===== src/rtl/control_unit_if.sv =====
// Control bundle between the multicycle control unit (master) and the 16-bit CPU datapath (slave).
// The datapath side owns ir, flags and ram_ready. The control unit drives every strobe and select.
interface control_unit_if #(
  parameter int FLAG_W  = 4,
  parameter int ALUOP_W = 3
);
  logic [15:0]        ir;
  logic [FLAG_W-1:0]  flags;
  logic               ram_ready;

  logic               pc_we;
  logic               ir_we;
  logic               mar_we;
  logic               mdr_we;
  logic               acc_we;
  logic               a_we;
  logic               b_we;
  logic               flags_we;
  logic               rf_we;
  logic               ram_req;
  logic               ram_we;
  logic [1:0]         adder_sel;
  logic               reg2_sel;
  logic [1:0]         dataw_sel;
  logic               alu_b_sel;
  logic [ALUOP_W-1:0] alu_op;
  logic               halted;
  logic               illegal;

  modport master (
    input  ir, flags, ram_ready,
    output pc_we, ir_we, mar_we, mdr_we, acc_we, a_we, b_we, flags_we,
           rf_we, ram_req, ram_we, adder_sel, reg2_sel, dataw_sel,
           alu_b_sel, alu_op, halted, illegal
  );

  modport slave (
    output ir, flags, ram_ready,
    input  pc_we, ir_we, mar_we, mdr_we, acc_we, a_we, b_we, flags_we,
           rf_we, ram_req, ram_we, adder_sel, reg2_sel, dataw_sel,
           alu_b_sel, alu_op, halted, illegal
  );
endinterface


===== src/rtl/control_unit.sv =====
// Multicycle FSM sequencing the 16-bit CPU datapath.
// Strobes are registered from the next state, so each one lines up with the state it belongs to.
module control_unit #(
  parameter int OPC_W   = 4,
  parameter int ALUOP_W = 3,
  parameter int FLAG_W  = 4
) (
  input  logic          clk,
  input  logic          rst,
  control_unit_if.master io_bus
);

  localparam int Z_BIT = 2;

  localparam logic [OPC_W-1:0] OP_NOP  = OPC_W'(0);
  localparam logic [OPC_W-1:0] OP_ADD  = OPC_W'(1);
  localparam logic [OPC_W-1:0] OP_SUB  = OPC_W'(2);
  localparam logic [OPC_W-1:0] OP_AND  = OPC_W'(3);
  localparam logic [OPC_W-1:0] OP_OR   = OPC_W'(4);
  localparam logic [OPC_W-1:0] OP_XOR  = OPC_W'(5);
  localparam logic [OPC_W-1:0] OP_ADDI = OPC_W'(6);
  localparam logic [OPC_W-1:0] OP_LDI  = OPC_W'(7);
  localparam logic [OPC_W-1:0] OP_LD   = OPC_W'(8);
  localparam logic [OPC_W-1:0] OP_ST   = OPC_W'(9);
  localparam logic [OPC_W-1:0] OP_JMP  = OPC_W'(10);
  localparam logic [OPC_W-1:0] OP_BEQ  = OPC_W'(11);
  localparam logic [OPC_W-1:0] OP_BNE  = OPC_W'(12);
  localparam logic [OPC_W-1:0] OP_HALT = OPC_W'(15);

  typedef enum logic [3:0] {
    S_FETCH, S_DECODE, S_EXEC, S_WB_ALU, S_WB_IMM, S_ADDR,
    S_MEM, S_WB_MEM, S_BRANCH, S_HALT, S_ILLEGAL
  } state_t;

  typedef struct packed {
    logic               pc_we;
    logic               ir_we;
    logic               mar_we;
    logic               acc_we;
    logic               a_we;
    logic               b_we;
    logic               flags_we;
    logic               rf_we;
    logic               ram_req;
    logic               ram_we;
    logic [1:0]         adder_sel;
    logic               reg2_sel;
    logic [1:0]         dataw_sel;
    logic               alu_b_sel;
    logic [ALUOP_W-1:0] alu_op;
  } ctrl_t;

  state_t           r_state;
  state_t           w_next;
  ctrl_t            r_ctrl;
  logic             r_halted;
  logic             r_illegal;
  logic [OPC_W-1:0] w_opc;
  logic             w_z;
  logic             w_unused;

  assign w_opc    = io_bus.ir[15 -: OPC_W];
  assign w_z      = io_bus.flags[Z_BIT];
  // Operand fields are consumed by the datapath. Only the opcode and Z matter here.
  assign w_unused = ^{io_bus.ir[15-OPC_W:0], io_bus.flags[FLAG_W-1:0]};

  function automatic ctrl_t f_ctrl(input state_t s, input logic [OPC_W-1:0] opc, input logic z);
    ctrl_t c;
    c = '0;
    case (s)
      S_FETCH: begin
        c.ir_we = 1'b1;
        c.pc_we = 1'b1;
      end
      S_DECODE: begin
        c.a_we = 1'b1;
        c.b_we = 1'b1;
      end
      S_EXEC: begin
        c.acc_we   = 1'b1;
        c.flags_we = 1'b1;
        case (opc)
          OP_SUB:  c.alu_op = ALUOP_W'(1);
          OP_AND:  c.alu_op = ALUOP_W'(2);
          OP_OR:   c.alu_op = ALUOP_W'(3);
          OP_XOR:  c.alu_op = ALUOP_W'(4);
          default: c.alu_op = ALUOP_W'(0);
        endcase
        c.alu_b_sel = (opc == OP_ADDI);
      end
      S_WB_ALU: c.rf_we = 1'b1;
      S_WB_IMM: begin
        c.rf_we     = 1'b1;
        c.dataw_sel = 2'd2;
      end
      // Address = base register + se4 offset. Stores also fetch their data register into reg_b.
      S_ADDR: begin
        c.alu_b_sel = 1'b1;
        c.mar_we    = 1'b1;
        c.b_we      = 1'b1;
        c.reg2_sel  = (opc == OP_ST);
      end
      S_MEM: begin
        c.ram_req  = 1'b1;
        c.ram_we   = (opc == OP_ST);
        c.reg2_sel = (opc == OP_ST);
      end
      S_WB_MEM: begin
        c.rf_we     = 1'b1;
        c.dataw_sel = 2'd1;
      end
      S_BRANCH: begin
        if (opc == OP_JMP) begin
          c.pc_we     = 1'b1;
          c.adder_sel = 2'd2;
        end else begin
          c.pc_we     = (opc == OP_BEQ) ? z : ~z;
          c.adder_sel = 2'd1;
        end
      end
      default: c = '0;
    endcase
    return c;
  endfunction

  always_comb begin
    w_next = S_FETCH;
    case (r_state)
      S_FETCH:  w_next = S_DECODE;
      S_DECODE: begin
        case (w_opc)
          OP_ADD, OP_SUB, OP_AND, OP_OR, OP_XOR, OP_ADDI: w_next = S_EXEC;
          OP_LDI:                 w_next = S_WB_IMM;
          OP_LD, OP_ST:           w_next = S_ADDR;
          OP_JMP, OP_BEQ, OP_BNE: w_next = S_BRANCH;
          OP_NOP:                 w_next = S_FETCH;
          OP_HALT:                w_next = S_HALT;
          default:                w_next = S_ILLEGAL;
        endcase
      end
      S_EXEC:   w_next = S_WB_ALU;
      S_ADDR:   w_next = S_MEM;
      S_MEM: begin
        if (!io_bus.ram_ready)   w_next = S_MEM;
        else if (w_opc == OP_LD) w_next = S_WB_MEM;
        else                     w_next = S_FETCH;
      end
      S_HALT:    w_next = S_HALT;
      S_ILLEGAL: w_next = S_ILLEGAL;
      default:   w_next = S_FETCH;
    endcase
  end

  // Reset preloads the FETCH strobes so the first cycle after release already fetches.
  always_ff @(posedge clk) begin
    if (rst) begin
      r_state   <= S_FETCH;
      r_ctrl    <= f_ctrl(S_FETCH, w_opc, w_z);
      r_halted  <= 1'b0;
      r_illegal <= 1'b0;
    end else begin
      r_state   <= w_next;
      r_ctrl    <= f_ctrl(w_next, w_opc, w_z);
      r_halted  <= r_halted  | (w_next == S_HALT);
      r_illegal <= r_illegal | (w_next == S_ILLEGAL);
    end
  end

  // The preloaded fetch strobes stay masked while reset is held.
  assign io_bus.pc_we     = r_ctrl.pc_we & ~rst;
  assign io_bus.ir_we     = r_ctrl.ir_we & ~rst;
  assign io_bus.mar_we    = r_ctrl.mar_we;
  assign io_bus.acc_we    = r_ctrl.acc_we;
  assign io_bus.a_we      = r_ctrl.a_we;
  assign io_bus.b_we      = r_ctrl.b_we;
  assign io_bus.flags_we  = r_ctrl.flags_we;
  assign io_bus.rf_we     = r_ctrl.rf_we;
  assign io_bus.ram_req   = r_ctrl.ram_req;
  assign io_bus.ram_we    = r_ctrl.ram_we;
  assign io_bus.adder_sel = r_ctrl.adder_sel;
  assign io_bus.reg2_sel  = r_ctrl.reg2_sel;
  assign io_bus.dataw_sel = r_ctrl.dataw_sel;
  assign io_bus.alu_b_sel = r_ctrl.alu_b_sel;
  assign io_bus.alu_op    = r_ctrl.alu_op;
  assign io_bus.halted    = r_halted;
  assign io_bus.illegal   = r_illegal;

  // Load data must be captured in the cycle memory completes. A completion during reset is dropped.
  assign io_bus.mdr_we = (r_state == S_MEM) & (w_opc == OP_LD) & io_bus.ram_ready & ~rst;

endmodule


===== src/flat_wrapper.sv =====
// flat-port wrapper written by rule: the top's interface ports become plain ports
module control_unit_flat 
#(
  parameter int OPC_W   = 4,
  parameter int ALUOP_W = 3,
  parameter int FLAG_W  = 4
)
  (clk, rst, io_bus_ir, io_bus_flags, io_bus_ram_ready, io_bus_pc_we, io_bus_ir_we, io_bus_mar_we, io_bus_mdr_we, io_bus_acc_we, io_bus_a_we, io_bus_b_we, io_bus_flags_we, io_bus_rf_we, io_bus_ram_req, io_bus_ram_we, io_bus_adder_sel, io_bus_reg2_sel, io_bus_dataw_sel, io_bus_alu_b_sel, io_bus_alu_op, io_bus_halted, io_bus_illegal);
  control_unit_if #(.FLAG_W(FLAG_W), .ALUOP_W(ALUOP_W)) io_bus_i ();
  input  logic clk;
  input  logic rst;
  input wire logic [$bits(io_bus_i.ir)-1:0] io_bus_ir;
  input wire logic [$bits(io_bus_i.flags)-1:0] io_bus_flags;
  input wire logic [$bits(io_bus_i.ram_ready)-1:0] io_bus_ram_ready;
  output wire logic [$bits(io_bus_i.pc_we)-1:0] io_bus_pc_we;
  output wire logic [$bits(io_bus_i.ir_we)-1:0] io_bus_ir_we;
  output wire logic [$bits(io_bus_i.mar_we)-1:0] io_bus_mar_we;
  output wire logic [$bits(io_bus_i.mdr_we)-1:0] io_bus_mdr_we;
  output wire logic [$bits(io_bus_i.acc_we)-1:0] io_bus_acc_we;
  output wire logic [$bits(io_bus_i.a_we)-1:0] io_bus_a_we;
  output wire logic [$bits(io_bus_i.b_we)-1:0] io_bus_b_we;
  output wire logic [$bits(io_bus_i.flags_we)-1:0] io_bus_flags_we;
  output wire logic [$bits(io_bus_i.rf_we)-1:0] io_bus_rf_we;
  output wire logic [$bits(io_bus_i.ram_req)-1:0] io_bus_ram_req;
  output wire logic [$bits(io_bus_i.ram_we)-1:0] io_bus_ram_we;
  output wire logic [$bits(io_bus_i.adder_sel)-1:0] io_bus_adder_sel;
  output wire logic [$bits(io_bus_i.reg2_sel)-1:0] io_bus_reg2_sel;
  output wire logic [$bits(io_bus_i.dataw_sel)-1:0] io_bus_dataw_sel;
  output wire logic [$bits(io_bus_i.alu_b_sel)-1:0] io_bus_alu_b_sel;
  output wire logic [$bits(io_bus_i.alu_op)-1:0] io_bus_alu_op;
  output wire logic [$bits(io_bus_i.halted)-1:0] io_bus_halted;
  output wire logic [$bits(io_bus_i.illegal)-1:0] io_bus_illegal;
  assign io_bus_i.ir = io_bus_ir;
  assign io_bus_i.flags = io_bus_flags;
  assign io_bus_i.ram_ready = io_bus_ram_ready;
  assign io_bus_pc_we = io_bus_i.pc_we;
  assign io_bus_ir_we = io_bus_i.ir_we;
  assign io_bus_mar_we = io_bus_i.mar_we;
  assign io_bus_mdr_we = io_bus_i.mdr_we;
  assign io_bus_acc_we = io_bus_i.acc_we;
  assign io_bus_a_we = io_bus_i.a_we;
  assign io_bus_b_we = io_bus_i.b_we;
  assign io_bus_flags_we = io_bus_i.flags_we;
  assign io_bus_rf_we = io_bus_i.rf_we;
  assign io_bus_ram_req = io_bus_i.ram_req;
  assign io_bus_ram_we = io_bus_i.ram_we;
  assign io_bus_adder_sel = io_bus_i.adder_sel;
  assign io_bus_reg2_sel = io_bus_i.reg2_sel;
  assign io_bus_dataw_sel = io_bus_i.dataw_sel;
  assign io_bus_alu_b_sel = io_bus_i.alu_b_sel;
  assign io_bus_alu_op = io_bus_i.alu_op;
  assign io_bus_halted = io_bus_i.halted;
  assign io_bus_illegal = io_bus_i.illegal;
  control_unit #(.OPC_W(OPC_W), .ALUOP_W(ALUOP_W), .FLAG_W(FLAG_W)) u_core (.clk(clk), .rst(rst), .io_bus(io_bus_i));
endmodule

===== config.mk =====
export PLATFORM = sky130hd
export DESIGN_NAME = control_unit_flat
export DESIGN_NICKNAME = d
export VERILOG_FILES = /design/src/rtl/control_unit_if.sv /design/src/rtl/control_unit.sv /design/src/flat_wrapper.sv
export SDC_FILE = /design/constraint.sdc
export NUM_CORES = 1
export LEC_CHECK = 0
export ABC_AREA = 0
export CORE_ASPECT_RATIO = 1.75
export CORE_UTILIZATION = 38
export DETAILED_ROUTE_END_ITERATION = 10
export HOLD_SLACK_MARGIN = 0.03
export PLACE_DENSITY = 0.73
export SLEW_MARGIN = 10
export SYNTH_ARGS = -nofsm -noshare
export SYNTH_HDL_FRONTEND = slang
export SYNTH_SLANG_ARGS = --single-unit

===== constraint.sdc =====
create_clock -name clk -period 1.9 [get_ports clk]
set_input_delay 0.475 -clock clk [delete_from_list [all_inputs] [get_ports clk]]
set_output_delay 0.475 -clock clk [all_outputs]
set_load 0.01 [all_outputs]

==> results of run 1 <==
==> sequential cells by signal (all words and copies together), names as in the netlist, 2 cells and up <==
signal                   flops
u_core.io_bus.dataw_sel      2
u_core.r_ctrl                2
u_core.io_bus.alu_op         3
u_core.io_bus.adder_sel      2
u_core.r_state               4
==> cells by family after synthesis <==
kind of cell | count (synthesis) | synth area share (%)
AO/OA/AOI/OAI | 21 | 14.8
XOR/XNOR | 2 | 1.49
AND/OR/NAND/NOR | 55 | 26.8
adder cells (fa/ha/maj) | 5 | 5.31
flip-flops | 24 | 40.8
buffers and inverters | 20 | 9.99
multiplexers | 1 | 0.850
==> placed cells by master, fill, tap and decap left out, types with 4 or more instances in the layout <==
cell,count
sky130_fd_sc_hd__nand2b_1,4
sky130_fd_sc_hd__inv_1,5
sky130_fd_sc_hd__nor3_1,4
sky130_fd_sc_hd__clkdlybuf4s50_1,21
sky130_fd_sc_hd__dfxtp_1,24
sky130_fd_sc_hd__nor2b_1,4
sky130_fd_sc_hd__nand2_1,8
sky130_fd_sc_hd__nor2_1,11
sky130_fd_sc_hd__buf_4,33
sky130_fd_sc_hd__o21ai_0,4
==> worst min path at each step <==
stage / to / slack, ns / cells past startpoint
finish: u_core.io_bus.illegal / 0.47 / 1
global route: u_core.io_bus.illegal / 0.49 / 1
CTS: u_core.io_bus.illegal / 0.47 / 1
detailed placement: u_core.io_bus.illegal / 0.45 / 1
global placement: u_core.io_bus.illegal / 0.45 / 1
floorplan: u_core.io_bus.illegal / 0.49 / 1
==> final cells by class <==
class | instances | area (um^2)
fill | 246 | 1130
multi-input combinational | 84 | 649
timing repair buffer | 64 | 532
sequential | 24 | 480
clock buffer | 3 | 41.3
tap | 28 | 35.0
clock inverter | 1 | 30.0
inverter | 7 | 26.3
==> per-layer routing <==
| layer | share of wire [%] | global-route usage [%] | up-vias |
|---|---|---|---|
| met5 | 0 | 0 | - |
| met4 | 3.5 | 10.8 | 0 |
| met3 | 1.6 | 1.42 | 8 |
| met2 | 57 | 35.3 | 27 |
| met1 | 38 | 18.4 | 498 |
| li1 | - | - | 543 |
==> repair_timing <==
item                                    4_1_cts  5_1_grt
pin swaps                                     4        4
hold buffers                                  0        0
gates resized for setup                      29       11
setup buffers                                10        0
endpoints found under the hold margin         0        0
endpoints found under the setup margin       24        7
==> synthesized netlist by cell type, drive strengths merged <==
cell	instances
nor4	2
or2b	1
nand3b	3
o21ai	4
clkbuf	2
or3b	1
a211oi	4
a32o	1
o2bb2ai	1
a2111oi	1
nand4b	3
inv	7
xnor2	1
mux2i	1
a311oi	1
nor3b	2
and3	1
or2	3
nor2	11
ha	5
buf	11
nand2b	7
nor4b	1
o22ai	2
nand2	9
o32a	2
dfxtp	24
a21oi	4
nor3	5
and2	1
xor2	1
nor2b	5
a22oi	1
==> power breakdown <==
group          switching, mW  internal (mW)
logic                  0.171          0.190
clock network          0.151          0.281
registers             0.0120          0.534
total                  0.333           1.00
==> critical path: stages <==
cell                            delay, ns
sky130_fd_sc_hd__dlygate4sd2_1       0.25
sky130_fd_sc_hd__nand3b_1            0.25
sky130_fd_sc_hd__buf_6               0.18
sky130_fd_sc_hd__and3_1              0.18
sky130_fd_sc_hd__o32a_1              0.20
sky130_fd_sc_hd__nand2b_2            0.25
sky130_fd_sc_hd__a211oi_2            0.24
==> metrics by stage <==
step                cells  util [%]
global placement      197      54.6
detailed placement    197      54.6
global route          211      61.3
finish                211      61.3
CTS                   211      60.0
floorplan             128         -
==> reports/results.txt, run 1 <==
outcome: finished, violations left
failing checks: DRC
Sink Count: 24
count of max-cap constraint violations: 0
category of the worst setup path launch point: input port
cell area after technology mapping: 1180 um^2
drt wl/cell: 13.9 um
residual overflow from global routing: 0
depth of the CTS H-tree: 1
die outline area: 3330 um^2
largest fanout of any net on the critical path: 4
Port Buf Inserts: 29
Critical Path Source: io_bus_ir[14]
placed inst area: 1600 um^2
count of cells along the worst register-to-register path: 6
destination of the critical timing path: u_core.io_bus.reg2_sel
routability cong.: 0.895
largest net degree at the start of global routing: 15
Setup Skew: 0.00745 ns
min-delay src: u_core.io_bus.illegal
total routing resource utilization after global routing: 18.3%
gate count of the mapped netlist: 128
horizontal die dimension: 44.1 um
# rows: 26
Tmin final: 1.85 ns
number of CTS-inserted buffers: 3
biggest area contributors in the synthesized netlist: sky130_fd_sc_hd__dfxtp_1 (41%), sky130_fd_sc_hd__buf_4 (5.7%), sky130_fd_sc_hd__ha_1 (5.3%)
Detailed Route Iter0 Violations: 20
setup slack, reg-to-reg: 0.09 ns
nets in the synthesized netlist: 156
static leakage: 0.758 nW
fraction of layout instances using a drive strength above 1: 34.4%
DRC violation count after routing: 3
mean instance size in the synthesized netlist: 9.20 um^2
core area: 2930 um^2
number of warning messages in the yosys log: 0
number of global-route vias before repair: 1063
sequential cell area fraction in the yosys report: 40.8%
endpoint required time on the critical path: 2.07 ns
Yosys reg bits: 24
top-level port count: 45
CTS tree: done
source-to-sink clock delay at the later pin of the worst-skew pair: 0.26 ns
share of the synthesized area in the top cell type: 40.8%
antenna violation net count after detailed routing: 0
post-synthesis cell type count: 39
launch instance of the worst register-to-register path: u_core.r_state[0]
maximum vdd ir drop: 0.504 mV
count of nets after finishing: 212
data arrival time of the worst path: 2.02 ns
post-detailed-placement half-perimeter wirelength: 2230 um
initial core utilization: 40.2%
buffer type at the clock tree root: sky130_fd_sc_hd__clkbuf_8
Finish-stage setup viols: 0
number of buffers on the longest clock path: 2
clock transition at the registers of the reported paths: 0.08 ns
Area growth syn-to-layout: 52.4%
Pwr Density: 746 nW/um^2
final instance area: 1790 um^2
kind of capture point of the worst setup path: flip-flop
Period Utilization, post-route: 97.3%
Max Freq: 541 MHz
biggest area consumer among synthesized cells: sky130_fd_sc_hd__dfxtp_1
count of pins over their slew limit: 0
detailed-route wire length: 2930 um
worst rel slew slack: 76.2%
WS Path Type: input port to flip-flop
endpoint of the worst-slack reg-to-reg timing path: u_core.io_bus.halted
ratio of routed vias to standard cells: 5.10
via count: 1076
number of antenna violations at the first check in global routing: 0
class of the most critical hold timing path: flip-flop to flip-flop
Setup WS pre-CTS: -0.788 ns
final hold violation count: 0
worst hold slack: 0.470 ns
least setup slack across all paths after layout: 0.0517 ns
total power: 1.34 mW
1st-pass router iterations: 7
Die Height: 75.6 um
summed negative setup slack over all endpoints: 0 ns
antenna fix cells: 0
actual slew at the worst max-slew pin: 0.356 ns
first-pass GRT wire length: 4470 um
No activity file was read; power rests on OpenSTA's default activity.
==> run 2: changes to the inputs <==
CORE_UTILIZATION = 39   (was 38)
PLACE_DENSITY = 0.74   (was 0.73)
==> run 2 against run 1 <==
  * The flow still finishes with violations (DRC)
  * Sequential share of layout area about the same
  * Critical path type is now flip-flop to flip-flop
  * Critical endpoint unchanged
  * Critical path depth is 2 lower
  * First-iteration DRC count grew 35%
  * Total power rose by 1.3%
  * Largest power group unchanged
==> reports/results.txt, run 2 (same netlist as run 1, synthesis figures left out) <==
number of global-route vias before repair: 1075 (+1.1%)
Multi-input gate area: 677 um^2 (+4.2%)
post-detailed-placement half-perimeter wirelength: 2130 um (-4.7%)
fraction of layout instances using a drive strength above 1: 34.8% (+0.41 points)
category of the worst setup path launch point: flip-flop
P_int: 1.01 mW (+0.61%)
final hold violation count: 0 (unchanged)
Sink Count: 24 (unchanged)
clock network power share: 32.0% (-0.3 points)
outcome: finished, violations left
final instance area: 1800 um^2 (+0.21%)
residual overflow from global routing: 0 (unchanged)
Reg with most FFs: u_core.r_state
most common cell after layout, fill and taps aside: sky130_fd_sc_hd__buf_4
hold depth: 1 (unchanged)
Max Freq: 536 MHz (-0.86%)
top-level port count: 45 (unchanged)
Setup Skew: 0.00434 ns (-0.00312 ns)
1st-pass router iterations: 7 (unchanged)
placed inst area: 1630 um^2 (+1.9%)
final core utilization: 62.1% (+0.82 points)
number of CTS-inserted buffers: 3 (unchanged)
count of cells along the worst register-to-register path: 5 (-1)
Finish-stage setup viols: 0 (unchanged)
total routing resource utilization after global routing: 18.6% (+0.31 points)
Detailed Route Iter0 Violations: 27 (+35%)
combined flip-flop and latch cell area: 482 um^2 (+0.26%)
source-to-sink clock delay at the later pin of the worst-skew pair: 0.26 ns (about the same)
DRC violation count after routing: 2 (-1)
number of buffers on the longest clock path: 2 (unchanged)
initial core utilization: 40.7% (+0.45 points)
fillcell total: 233 (-5.3%)
buffer type at the clock tree root: sky130_fd_sc_hd__clkbuf_8
Pwr Density: 754 nW/um^2 (+1.1%)
Period Utilization, post-route: 98.1% (+0.85 points)
routability cong.: 0.857 (-4.3%)
summed negative setup slack over all endpoints: 0 ns (unchanged)
proportion of total power due to net switching: 25.4% (+0.51 points)
net switching power: 0.345 mW (+3.4%)
number of antenna violations at the first check in global routing: 0 (unchanged)
CTS tree: done
clock transition at the registers of the reported paths: 0.08 ns (about the same)
depth of the CTS H-tree: 1 (unchanged)
horizontal die dimension: 43.5 um (-1.2%)
data arrival time of the worst path: 2.06 ns (+0.04 ns)
commonest cells after routing, fill and taps aside: sky130_fd_sc_hd__buf_4 (26), sky130_fd_sc_hd__dfxtp_1 (23), sky130_fd_sc_hd__clkdlybuf4s50_1 (21)
kind of capture point of the worst setup path: flip-flop
static leakage: 0.754 nW (-0.46%)
antenna fix cells: 0 (unchanged)
Tmin final: 1.86 ns (+0.0161 ns)
failing checks: DRC
# rows: 26 (unchanged)
class of the most critical hold timing path: flip-flop to flip-flop
combinational group share of total power: 27.8% (+0.9 points)
count of pins over their slew limit: 0 (unchanged)
flip-flop count of the largest register after layout: 4 (unchanged)
endpoint required time on the critical path: 2.09 ns (+0.02 ns)
sequential share of power: 40.3% (-0.5 points)
Die Height: 74.7 um (-1.3%)
Area growth syn-to-layout: 52.7%
worst rel slew slack: 72.8% (-3.4 points)
unrepaired setup endpoints after global routing: true
Port Buf Inserts: 29 (unchanged)
largest net degree at the start of global routing: 15 (unchanged)
antenna violation net count after detailed routing: 0 (unchanged)
via count: 1075 (-0.093%)
maximum vdd ir drop: 0.429 mV (-15%)
core area: 2900 um^2 (-1.1%)
count of max-cap constraint violations: 0 (unchanged)
drt wl/cell: 13.6 um (-2.0%)
largest fanout of any net on the critical path: 8 (+4)
die outline area: 3250 um^2 (-2.5%)
detailed-route wire length: 2810 um (-4.3%)
actual slew at the worst max-slew pin: 0.407 ns (+0.0511 ns)
count of nets after finishing: 207 (-2.4%)
ratio of routed vias to standard cells: 5.22 (+2.3%)
first-pass GRT wire length: 4550 um (+1.7%)
WS Path Type: flip-flop to flip-flop
run 2: area by class of cell:
type	count	area share [%]
timing repair buffer	59	28.2
clock inverter	1	1.67
inverter	7	1.46
multi-input combinational	84	37.6
sequential	24	26.8
tap	28	1.95
clock buffer	3	2.30
run 2: critical path, cell delays in order, from the launching register on:
cell and delay, ns:
sky130_fd_sc_hd__dfxtp_2 0.35, sky130_fd_sc_hd__or3b_4 0.40, sky130_fd_sc_hd__a2111oi_4 0.41, sky130_fd_sc_hd__a21oi_2 0.11, sky130_fd_sc_hd__or2_4 0.32, sky130_fd_sc_hd__a211oi_2 0.20
run 2: worst paths after layout:
path / from / to / slack [ns]
setup / recovery: u_core.r_state[0] / u_core.io_bus.reg2_sel / 0.04
hold / removal: u_core.io_bus.illegal / u_core.io_bus.illegal / 0.47
setup reg to reg: u_core.r_state[0] / u_core.io_bus.reg2_sel / 0.04
hold reg to reg: u_core.io_bus.illegal / u_core.io_bus.illegal / 0.47
run 2: power by group through the flow:
stage | registers, mW | clock network [mW] | logic [mW]
3_5_place_dp | 0.557 | 0 | 0.327
3_3_place_gp | 0.556 | 0 | 0.323
6_report | 0.546 | 0.433 | 0.376
4_1_cts | 0.546 | 0.435 | 0.359
5_1_grt | 0.549 | 0.456 | 0.404
2_1_floorplan | 0.565 | 0 | 0.160
run 2: layer usage:
layer  vias up  GRT usage (%)  share of wire [%]
li1        532              -                  -
met2        21           37.7                 61
met5         -              0                  0
met1       516           18.5                 35
met4         0           7.99                2.0
met3         6           1.68                1.9
run 2: through the flow:
stage | cells | power, mW | setup slack, ns | hold slack, ns
floorplan | 128 | 0.725 | 0.0794 | 0.489
global placement | 201 | 0.879 | -0.662 | 0.448
detailed placement | 201 | 0.884 | -0.707 | 0.466
CTS | 207 | 1.34 | 0.0123 | 0.486
global route | 206 | 1.41 | -0.0366 | 0.481
finish | 206 | 1.36 | 0.0357 | 0.474
run 2: repair_timing:
item,CTS,global route
hold buffers,0,0
resized for setup,31,17
endpoints found under the setup margin,24,10
pin swaps,6,6
buffers inserted,3,0
==> run 3: changes to the inputs <==
CORE_UTILIZATION = 40   (was 39)
CTS_BUF_LIST = sky130_fd_sc_hd__clkbuf_2   (was unset)
PLACE_DENSITY = 0.76   (was 0.74)
==> run 3 against run 2 <==
  * Hold slack better by 0.022 ns
  * Critical endpoint is now io_bus_mdr_we
  * The run now ends clean
  * Critical path depth up 1
  * Sequential share of layout area grew 1.4 points
  * Global-route usage hardly changed
  * Critical path type is now input port to output port
==> reports/results.txt, run 3 (same netlist as run 1, synthesis figures left out) <==
number of buffers on the longest clock path: 2 (unchanged)
number of antenna violations at the first check in global routing: 0 (unchanged)
detailed-route wire length: 2880 um (+2.5%)
initial core utilization: 42.8% (+2.1 points)
count of buffer and inverter cells on the critical path: 3 (+3)
Area growth syn-to-layout: 45.5%
CP top delay family: simple AND/OR/NAND/NOR gates
ratio of routed vias to standard cells: 5.16 (-1.1%)
count of nets after finishing: 211 (+1.9%)
min-delay src: u_core.io_bus.illegal
net switching power: 0.316 mW (-8.2%)
Sink Count: 24 (unchanged)
Multi-input gate area: 617 um^2 (-8.9%)
clock transition at the registers of the reported paths: 0.22 ns (+0.14 ns)
total power: 1.08 mW (-20%)
antenna fix cells: 0 (unchanged)
residual overflow from global routing: 0 (unchanged)
slowest CP cell: sky130_fd_sc_hd__nor4_2
Tmin final: 1.88 ns (+0.0147 ns)
setup slack, reg-to-reg: 0.03 ns (about the same)
P_int: 0.768 mW (-24%)
Die Height: 73.8 um (-1.2%)
number of global-route vias before repair: 1056 (-1.8%)
# rows: 25 (-3.8%)
count of hold buffers inserted by post-cts repair: 0 (unchanged)
first-pass GRT wire length: 4460 um (-2.0%)
depth of the CTS H-tree: 1 (unchanged)
source-to-sink clock delay at the later pin of the worst-skew pair: 0.33 ns (+0.07 ns)
clock network power share: 17.0% (-15 points)
drt wl/cell: 13.8 um (+1.0%)
count of cells along the worst register-to-register path: 6 (+1)
data arrival time of the worst path: 1.40 ns (-0.66 ns)
Critical Path Source: io_bus_ir[13]
core area: 2750 um^2 (-4.9%)
static leakage: 0.724 nW (-4.0%)
1st-pass router iterations: 4 (-3)
number of CTS-inserted buffers: 3 (unchanged)
final hold violation count: 0 (unchanged)
class of the most critical hold timing path: flip-flop to flip-flop
Finish-stage setup viols: 0 (unchanged)
Max Freq: 532 MHz (-0.78%)
flip-flop count of the largest register after layout: 4 (unchanged)
total routing resource utilization after global routing: 18.6% (about the same)
endpoint required time on the critical path: 1.42 ns (-0.67 ns)
number of stages on the worst setup path: 6 (+1)
maximum vdd ir drop: 0.339 mV (-21%)
kind of capture point of the worst setup path: output port
commonest cells after routing, fill and taps aside: sky130_fd_sc_hd__buf_4 (33), sky130_fd_sc_hd__dfxtp_1 (22), sky130_fd_sc_hd__clkdlybuf4s50_1 (20)
delay of the slowest cell on the worst path: 0.29 ns (-0.12 ns)
die outline area: 3170 um^2 (-2.4%)
outcome: complete, no violations
post-detailed-placement half-perimeter wirelength: 2190 um (+2.7%)
critical-path cell list: clkbuf_2, inv_2, ha_4, nand3b_1, nor4_2, buf_2
actual slew at the worst max-slew pin: 0.312 ns (-0.0953 ns)
combined flip-flop and latch cell area: 483 um^2 (+0.26%)
largest net degree at the start of global routing: 14 (-1)
largest fanout of any net on the critical path: 2 (-6)
buffer type at the clock tree root: sky130_fd_sc_hd__clkbuf_2
Reg with most FFs: u_core.r_state
top-level port count: 45 (unchanged)
final core utilization: 62.2% (+0.13 points)
hold depth: 1 (unchanged)
Setup Skew: 0.0204 ns (+0.0161 ns)
WS Path Type: input port to output port
horizontal die dimension: 43.0 um (-1.2%)
launch instance of the worst register-to-register path: u_core.r_state[1]
routability cong.: 0.841 (-1.9%)
sequential share of power: 50.6% (+10 points)
combinational group share of total power: 32.4% (+4.6 points)
CTS tree: done
fillcell total: 235 (+0.86%)
worst rel slew slack: 79.1% (+6.2 points)
proportion of total power due to net switching: 29.2% (+3.7 points)
most common cell after layout, fill and taps aside: sky130_fd_sc_hd__buf_4
Port Buf Inserts: 29 (unchanged)
unrepaired setup endpoints after global routing: true
Pwr Density: 633 nW/um^2 (-16%)
antenna violation net count after detailed routing: 0 (unchanged)
Detailed Route Iter0 Violations: 27 (unchanged)
via count: 1079 (+0.37%)
worst hold slack: 0.496 ns (+0.0219 ns)
fraction of layout instances using a drive strength above 1: 31.9% (-3.0 points)
Period Utilization, post-route: 98.9% (+0.77 points)
count of pins over their slew limit: 0 (unchanged)
count of max-cap constraint violations: 0 (unchanged)
DRC violation count after routing: 0 (-2)
category of the worst setup path launch point: input port
[run 3: worst reg2reg max path, cell delays in order, from the launching register on]
cell and delay, ns:
sky130_fd_sc_hd__dfxtp_2 0.38, sky130_fd_sc_hd__or3b_4 0.42, sky130_fd_sc_hd__a2111oi_4 0.32, sky130_fd_sc_hd__buf_4 0.17, sky130_fd_sc_hd__a21oi_2 0.05, sky130_fd_sc_hd__or2_4 0.28
sky130_fd_sc_hd__nor3_2 0.17
[run 3: area by class of cell]
| class | count | share of cell area, % |
|---|---|---|
| Tap cell | 27 | 1.97 |
| Clock inverter | 1 | 0.219 |
| Multi-Input combinational cell | 84 | 36.0 |
| Sequential cell | 24 | 28.2 |
| Inverter | 7 | 1.53 |
| Clock buffer | 3 | 0.877 |
| Timing Repair Buffer | 63 | 31.2 |
[run 3: metal layers]
layer,GRT usage [%],vias to the layer above,part of all wire (%)
li1,-,542,-
met1,18.3,508,37
met2,37.0,25,59
met3,2.46,4,2.3
met4,8.08,0,1.4
met5,0,-,0
[run 3: what timing repair did]
action                                  4_1_cts  5_1_grt
endpoints found under the setup margin       23       18
gates cloned                                  0        0
setup buffers                                 9        1
pin swaps                                     4        4
resized for setup                            24       10
[run 3: path summary, 6_finish.rpt]
kind,endpoint
min reg2reg,u_core.io_bus.illegal
min,u_core.io_bus.illegal
max reg2reg,u_core.io_bus.ram_we
max,io_bus_mdr_we
[run 3: power by group through the flow]
stage | logic [mW] | registers (mW) | clock network [mW]
detailed placement | 0.320 | 0.558 | 0
global placement | 0.315 | 0.556 | 0
floorplan | 0.160 | 0.565 | 0
CTS | 0.337 | 0.549 | 0.190
global route | 0.376 | 0.551 | 0.211
finish | 0.352 | 0.548 | 0.184
[run 3: through the flow]
step                      instances  setup WS (ns)  TNS (ns)  cell area (um^2)
after CTS                       208        -0.0408   -0.0408              1690
after detailed placement        195         -0.771    -12.97              1590
after global routing            209        -0.0447   -0.0915              1710
final                           209         0.0210         0              1710
after global placement          195         -0.726    -11.97              1590
after floorplan                 128         0.0794         0              1180
==> variant 1, RTL diff (flow settings as in run 1) <==
Re-encode `state_t` (11 states) as Gray code, 4 bits wide.
--- a/src/rtl/control_unit.sv
+++ b/src/rtl/control_unit.sv
@@ -29,6 +29,6 @@
 
   typedef enum logic [3:0] {
-    S_FETCH, S_DECODE, S_EXEC, S_WB_ALU, S_WB_IMM, S_ADDR,
-    S_MEM, S_WB_MEM, S_BRANCH, S_HALT, S_ILLEGAL
+    S_FETCH = 4'b0000, S_DECODE = 4'b0001, S_EXEC = 4'b0011, S_WB_ALU = 4'b0010, S_WB_IMM = 4'b0110, S_ADDR = 4'b0111,
+    S_MEM = 4'b0101, S_WB_MEM = 4'b0100, S_BRANCH = 4'b1100, S_HALT = 4'b1101, S_ILLEGAL = 4'b1111
   } state_t;
 
Function: no difference found for any inputs over 10 cycles, from zero or initial values and one cycle with rst high; not proved beyond that.
==> variant 1 against run 1 <==
Critical endpoint is now u_core.io_bus.alu_b_sel; sequential power up 1%; the run still ends with DRC left; count of clock-buffer cells in the layout grew 1; cell area down 3.1%; clock skew is 2.8 ps lower; power is 5.7% lower; wire length shrank 2.7%; sequential cell count stayed put; largest power group unchanged; maximum frequency grew 2.2%; setup slack better by 39 ps; area after synthesis down 9.8%.
==> variant 1: results <==
timing:
  relSlewSlack_pct: 77.77
  worst_clock_skew_ps: 4.632
cells_and_area:
  finalNonFillerCells: 203
  largest_reg_flops: 4
  drive_above_1_share_pct: 39.20
  diodes: 0
  fillers: 230
critical_path:
  worstPathArrival_ps: 1970
  path_max_fanout: 5
yosys:
  synth_nets: 142
  async_flop_share_pct: 0
  synth.area.top_cells: "dfxtp_1 45%, buf_4 6.4%, nor2_1 5.3%, ha_1 4.7%, mux2i_1 4.7%"
  yosys_warnings: 0
  yosysSeqAreaShare_pct: 45.23
  synth_common_cells: "24 x dfxtp_1, 15 x nor2_1, 9 x buf_4, 9 x nand2_1"
  ys.flop_type: "dfxtp_1"
  synthCells: 115
  ys_types: 34
cts:
  htreeDepth: 1
  cts.root.buffer_cell: "clkbuf_8"
  clk-insertion-delay-late_ps: 260
  clk_pin_slew_ps: 80
  clk_path_buf_depth: 2
  numCtsBuffers: 3
power:
  leakage_nw: 0.7804
  peakVddDrop_v: 0.0003868
routing:
  drt_iter0_drc: 25
  viasPerCell: 5.192
  first_pass_iters: 11
  drc: 2
  wire_per_inst_um: 14.06
placed_design:
  post-dp-hpwl_um: 2074
  placed_cells: 191
  gp_congestion: 0.8673
  portBuffers: 29
global_routing:
  grt_max_degree: 14
  grt_pass1_wl_um: 4560
  grtUsageTotal_pct: 19.93
  grt_pass1_vias: 1045
status:
  violations: "DRC"
  status: "finished, violations left"
min_path:
  min_path_type: "reg -> reg"
==> variant 1: metal layers <==
layer | up-vias | GRT usage (%) | share of wire, %
met4 | 0 | 12.90 | 4.5
met2 | 26 | 39.41 | 57
li1 | 515 | - | -
met1 | 500 | 18.27 | 36
met5 | - | 0 | 0
met3 | 13 | 2.239 | 2.1
==> variant 1: cells by family (layout without fill, tap and decap cells) <==
family                   Yosys count  count (layout)  synth area share (%)
flip-flops                        24              24                 45.23
buffers and inverters             15              76                 8.480
adder cells (fa/ha/maj)            4               4                 4.712
AND/OR/NAND/NOR                   48              48                 23.21
AO/OA/AOI/OAI                     19              19                 13.66
multiplexers                       5               5                 4.712
==> variant 1: what timing repair did <==
item | 4_1_cts | 5_1_grt
setup endpoints to repair | 25 | 7
buffers inserted | 5 | 4
resized for setup | 41 | 7
pin swaps | 7 | 3
==> variant 1: worst paths after layout <==
path | from | to | slack, ps | cells past startpoint
worst max-delay path | u_core.r_state[3] | u_core.io_bus.alu_b_sel | 90 | 6
worst min-delay path | u_core.io_bus.halted | u_core.io_bus.halted | 490 | 2
worst max register to register | u_core.r_state[3] | u_core.io_bus.alu_b_sel | 90 | 6
worst min register to register | u_core.io_bus.halted | u_core.io_bus.halted | 490 | 2
==> variant 1: worst max-delay path, cell delays in order, from the launching register on <==
cell,delay (ps)
dfxtp_4,370
buf_4,150
or2_2,320
a311oi_2,250
o21ai_1,140
buf_4,180
nor4_1,290
==> variant 1: where the power goes <==
part | leakage, nW | total (W) | internal (W) | switching (W)
Combinational | 0.555 | 0.000370 | 0.000200 | 0.000170
Clock | 0.0288 | 0.000337 | 0.000185 | 0.000152
Sequential | 0.197 | 0.000554 | 0.000535 | 0.0000189
==> variant 1: area by class of cell <==
class	instances	area, µm²	area share [%]
inverters	5	18.77	1.079
flip-flops and latches	24	488.0	28.06
well taps	27	33.78	1.942
multi-input cells	76	581.8	33.45
repair buffers	67	561.8	32.30
clock buffers	4	55.05	3.165
==> variant 1: metrics by stage <==
step | cell area (µm²) | setup slack [ps] | hold WS, ps | power, W | utilization, %
global placement | 1545 | -693.1 | 458.9 | 0.0008755 | 57.44
CTS | 1712 | 4.824 | 497.7 | 0.001257 | 63.63
global route | 1739 | 19.12 | 532.3 | 0.001316 | 64.65
finish | 1739 | 91.06 | 485.5 | 0.001261 | 64.65
floorplan | 1067 | 2.628 | 505.0 | 0.0007077 | -
detailed placement | 1545 | -740.7 | 478.5 | 0.0008836 | 57.44
==> variant 2, RTL diff (config.mk and constraints of run 1) <==
Made on the original files. `ALUOP_W` is set to 3 in 3 places; all go to 6.
--- a/src/rtl/control_unit_if.sv
+++ b/src/rtl/control_unit_if.sv
@@ -3,5 +3,5 @@
 interface control_unit_if #(
   parameter int FLAG_W  = 4,
-  parameter int ALUOP_W = 3
+  parameter int ALUOP_W = 6
 );
   logic [15:0]        ir;
--- a/src/rtl/control_unit.sv
+++ b/src/rtl/control_unit.sv
@@ -3,5 +3,5 @@
 module control_unit #(
   parameter int OPC_W   = 4,
-  parameter int ALUOP_W = 3,
+  parameter int ALUOP_W = 6,
   parameter int FLAG_W  = 4
 ) (
--- a/src/flat_wrapper.sv
+++ b/src/flat_wrapper.sv
@@ -3,5 +3,5 @@
 #(
   parameter int OPC_W   = 4,
-  parameter int ALUOP_W = 3,
+  parameter int ALUOP_W = 6,
   parameter int FLAG_W  = 4
 )
Interface: changed (resized io_bus_alu_op); port bits go from 45 to 48. The function was not compared with the original's and may differ.
==> variant 2 against run 1 <==
The flow finishes with violations (setup timing); cell area grew 4.0%; global-route usage grew 0.54 points; first-iteration DRC count grew 10%; sequential power shrank 1%; area after synthesis grew 1.1%; wire length grew 4.6%; final cell count grew 5.7%; sequential cell count is the same; setup slack lost 72 ps; count of clock-buffer cells in the layout is the same; non-clock buffer count shrank 1; power shrank 12%; critical endpoint is now u_core.io_bus.alu_op[0]; largest cell class unchanged; largest power group unchanged.
==> variant 2: results <==
critical_path:
  slowest_stage: "or4_4"
  crit_path_max_incr_delay_ps: 590
  worstPathArrival_ps: 2120
  path_max_fanout: 5
  r2r_end: "u_core.io_bus.alu_op[0]"
global_routing:
  grt_max_degree: 14
  grt_pass1_wl_um: 4802
  grtUsageTotal_pct: 18.85
cells_and_area:
  drive_above_1_share_pct: 38.12
  fillers: 259
yosys:
  ys_types: 43
  synthMuxAreaShare_pct: 0.8412
  yosysSeqAreaShare_pct: 40.38
  synthAdderAreaFrac_pct: 5.258
  synth_common_cells: "24 x dfxtp_1, 11 x buf_4, 8 x inv_1, 8 x nor2_1"
  synth_compound_area_share_pct: 15.77
  synth-xor-area-share_pct: 0.7361
power:
  leakage_nw: 0.7654
  power_density_nw_per_um2: 630.6
  peakVddDrop_v: 0.0002943
  pg_comb_w: 0.000354
  clock_power_w: 0.000282
  p_int_w: 0.0008581
placed_design:
  gp_congestion: 0.8911
  placed_cell_area_um2: 1697
  post-dp-hpwl_um: 2286
cts:
  cts_resized: 32
timing:
  setup_violations: 4
  holdWs_ps: 464.6
  worst_slack_ps: -20.30
  setup_tns_ps: -52.69
status:
  violations: "setup timing"
  status: "finished, violations left"
routing:
  drt_iter0_drc: 22
  vias: 1099
  wire_per_inst_um: 13.76
min_path:
  whs_path_depth: 2
==> variant 2: changes by cell type in the layout (fill, tap and decap cells not counted), sizes merged, moves of 3 or more <==
| cell | before | now |
|---|---|---|
| conb | 0 | 3 |
| nand4b | 3 | 0 |
| a31oi | 0 | 3 |
| nor2 | 11 | 8 |
| a211oi | 4 | 0 |
| nand2b | 7 | 3 |
==> variant 2: worst max-delay path by stage <==
stage / start / endpoint / slack, ps / cells after the start
floorplan: io_bus_ir[12] / u_core.io_bus.alu_op[0] / -40 / 6
global placement: io_bus_ir[12] / u_core.io_bus.alu_op[1] / -630 / 8
detailed placement: io_bus_ir[12] / u_core.io_bus.alu_op[0] / -730 / 8
CTS: io_bus_ir[12] / u_core.io_bus.alu_op[0] / 6 / 9
global route: io_bus_ir[12] / u_core.io_bus.alu_b_sel / -70 / 9
finish: io_bus_ir[13] / u_core.io_bus.alu_op[0] / -20 / 9
==> variant 2: layout make-up <==
| type | count | area share [%] |
|---|---|---|
| Clock buffer | 3 | 2.213 |
| Sequential cell | 24 | 25.75 |
| Multi-Input combinational cell | 82 | 37.83 |
| Tap cell | 42 | 2.817 |
| Inverter | 9 | 1.811 |
| Timing Repair Buffer | 63 | 29.58 |
==> variant 2: critical path: cells and delay by family <==
family	cells	cell delay (ps)
compound gates	2	360
fa+ha+maj	1	140
buf+inv	3	330
mux	1	150
simple gates	2	650
==> variant 2: metal layers <==
metal	vias to the layer above	wire length, µm	GRT usage (%)
li1	525	-	-
met1	536	1010	17.26
met2	30	1924	38.24
met3	8	59	0.9479
met4	0	75	8.182
met5	-	0	0
==> variant 2: metrics by stage <==
step                utilization (%)  instances
finish                        63.02        223
global route                  63.02        223
CTS                           61.16        222
detailed placement            57.31        216
global placement              57.31        216
floorplan                         -        128
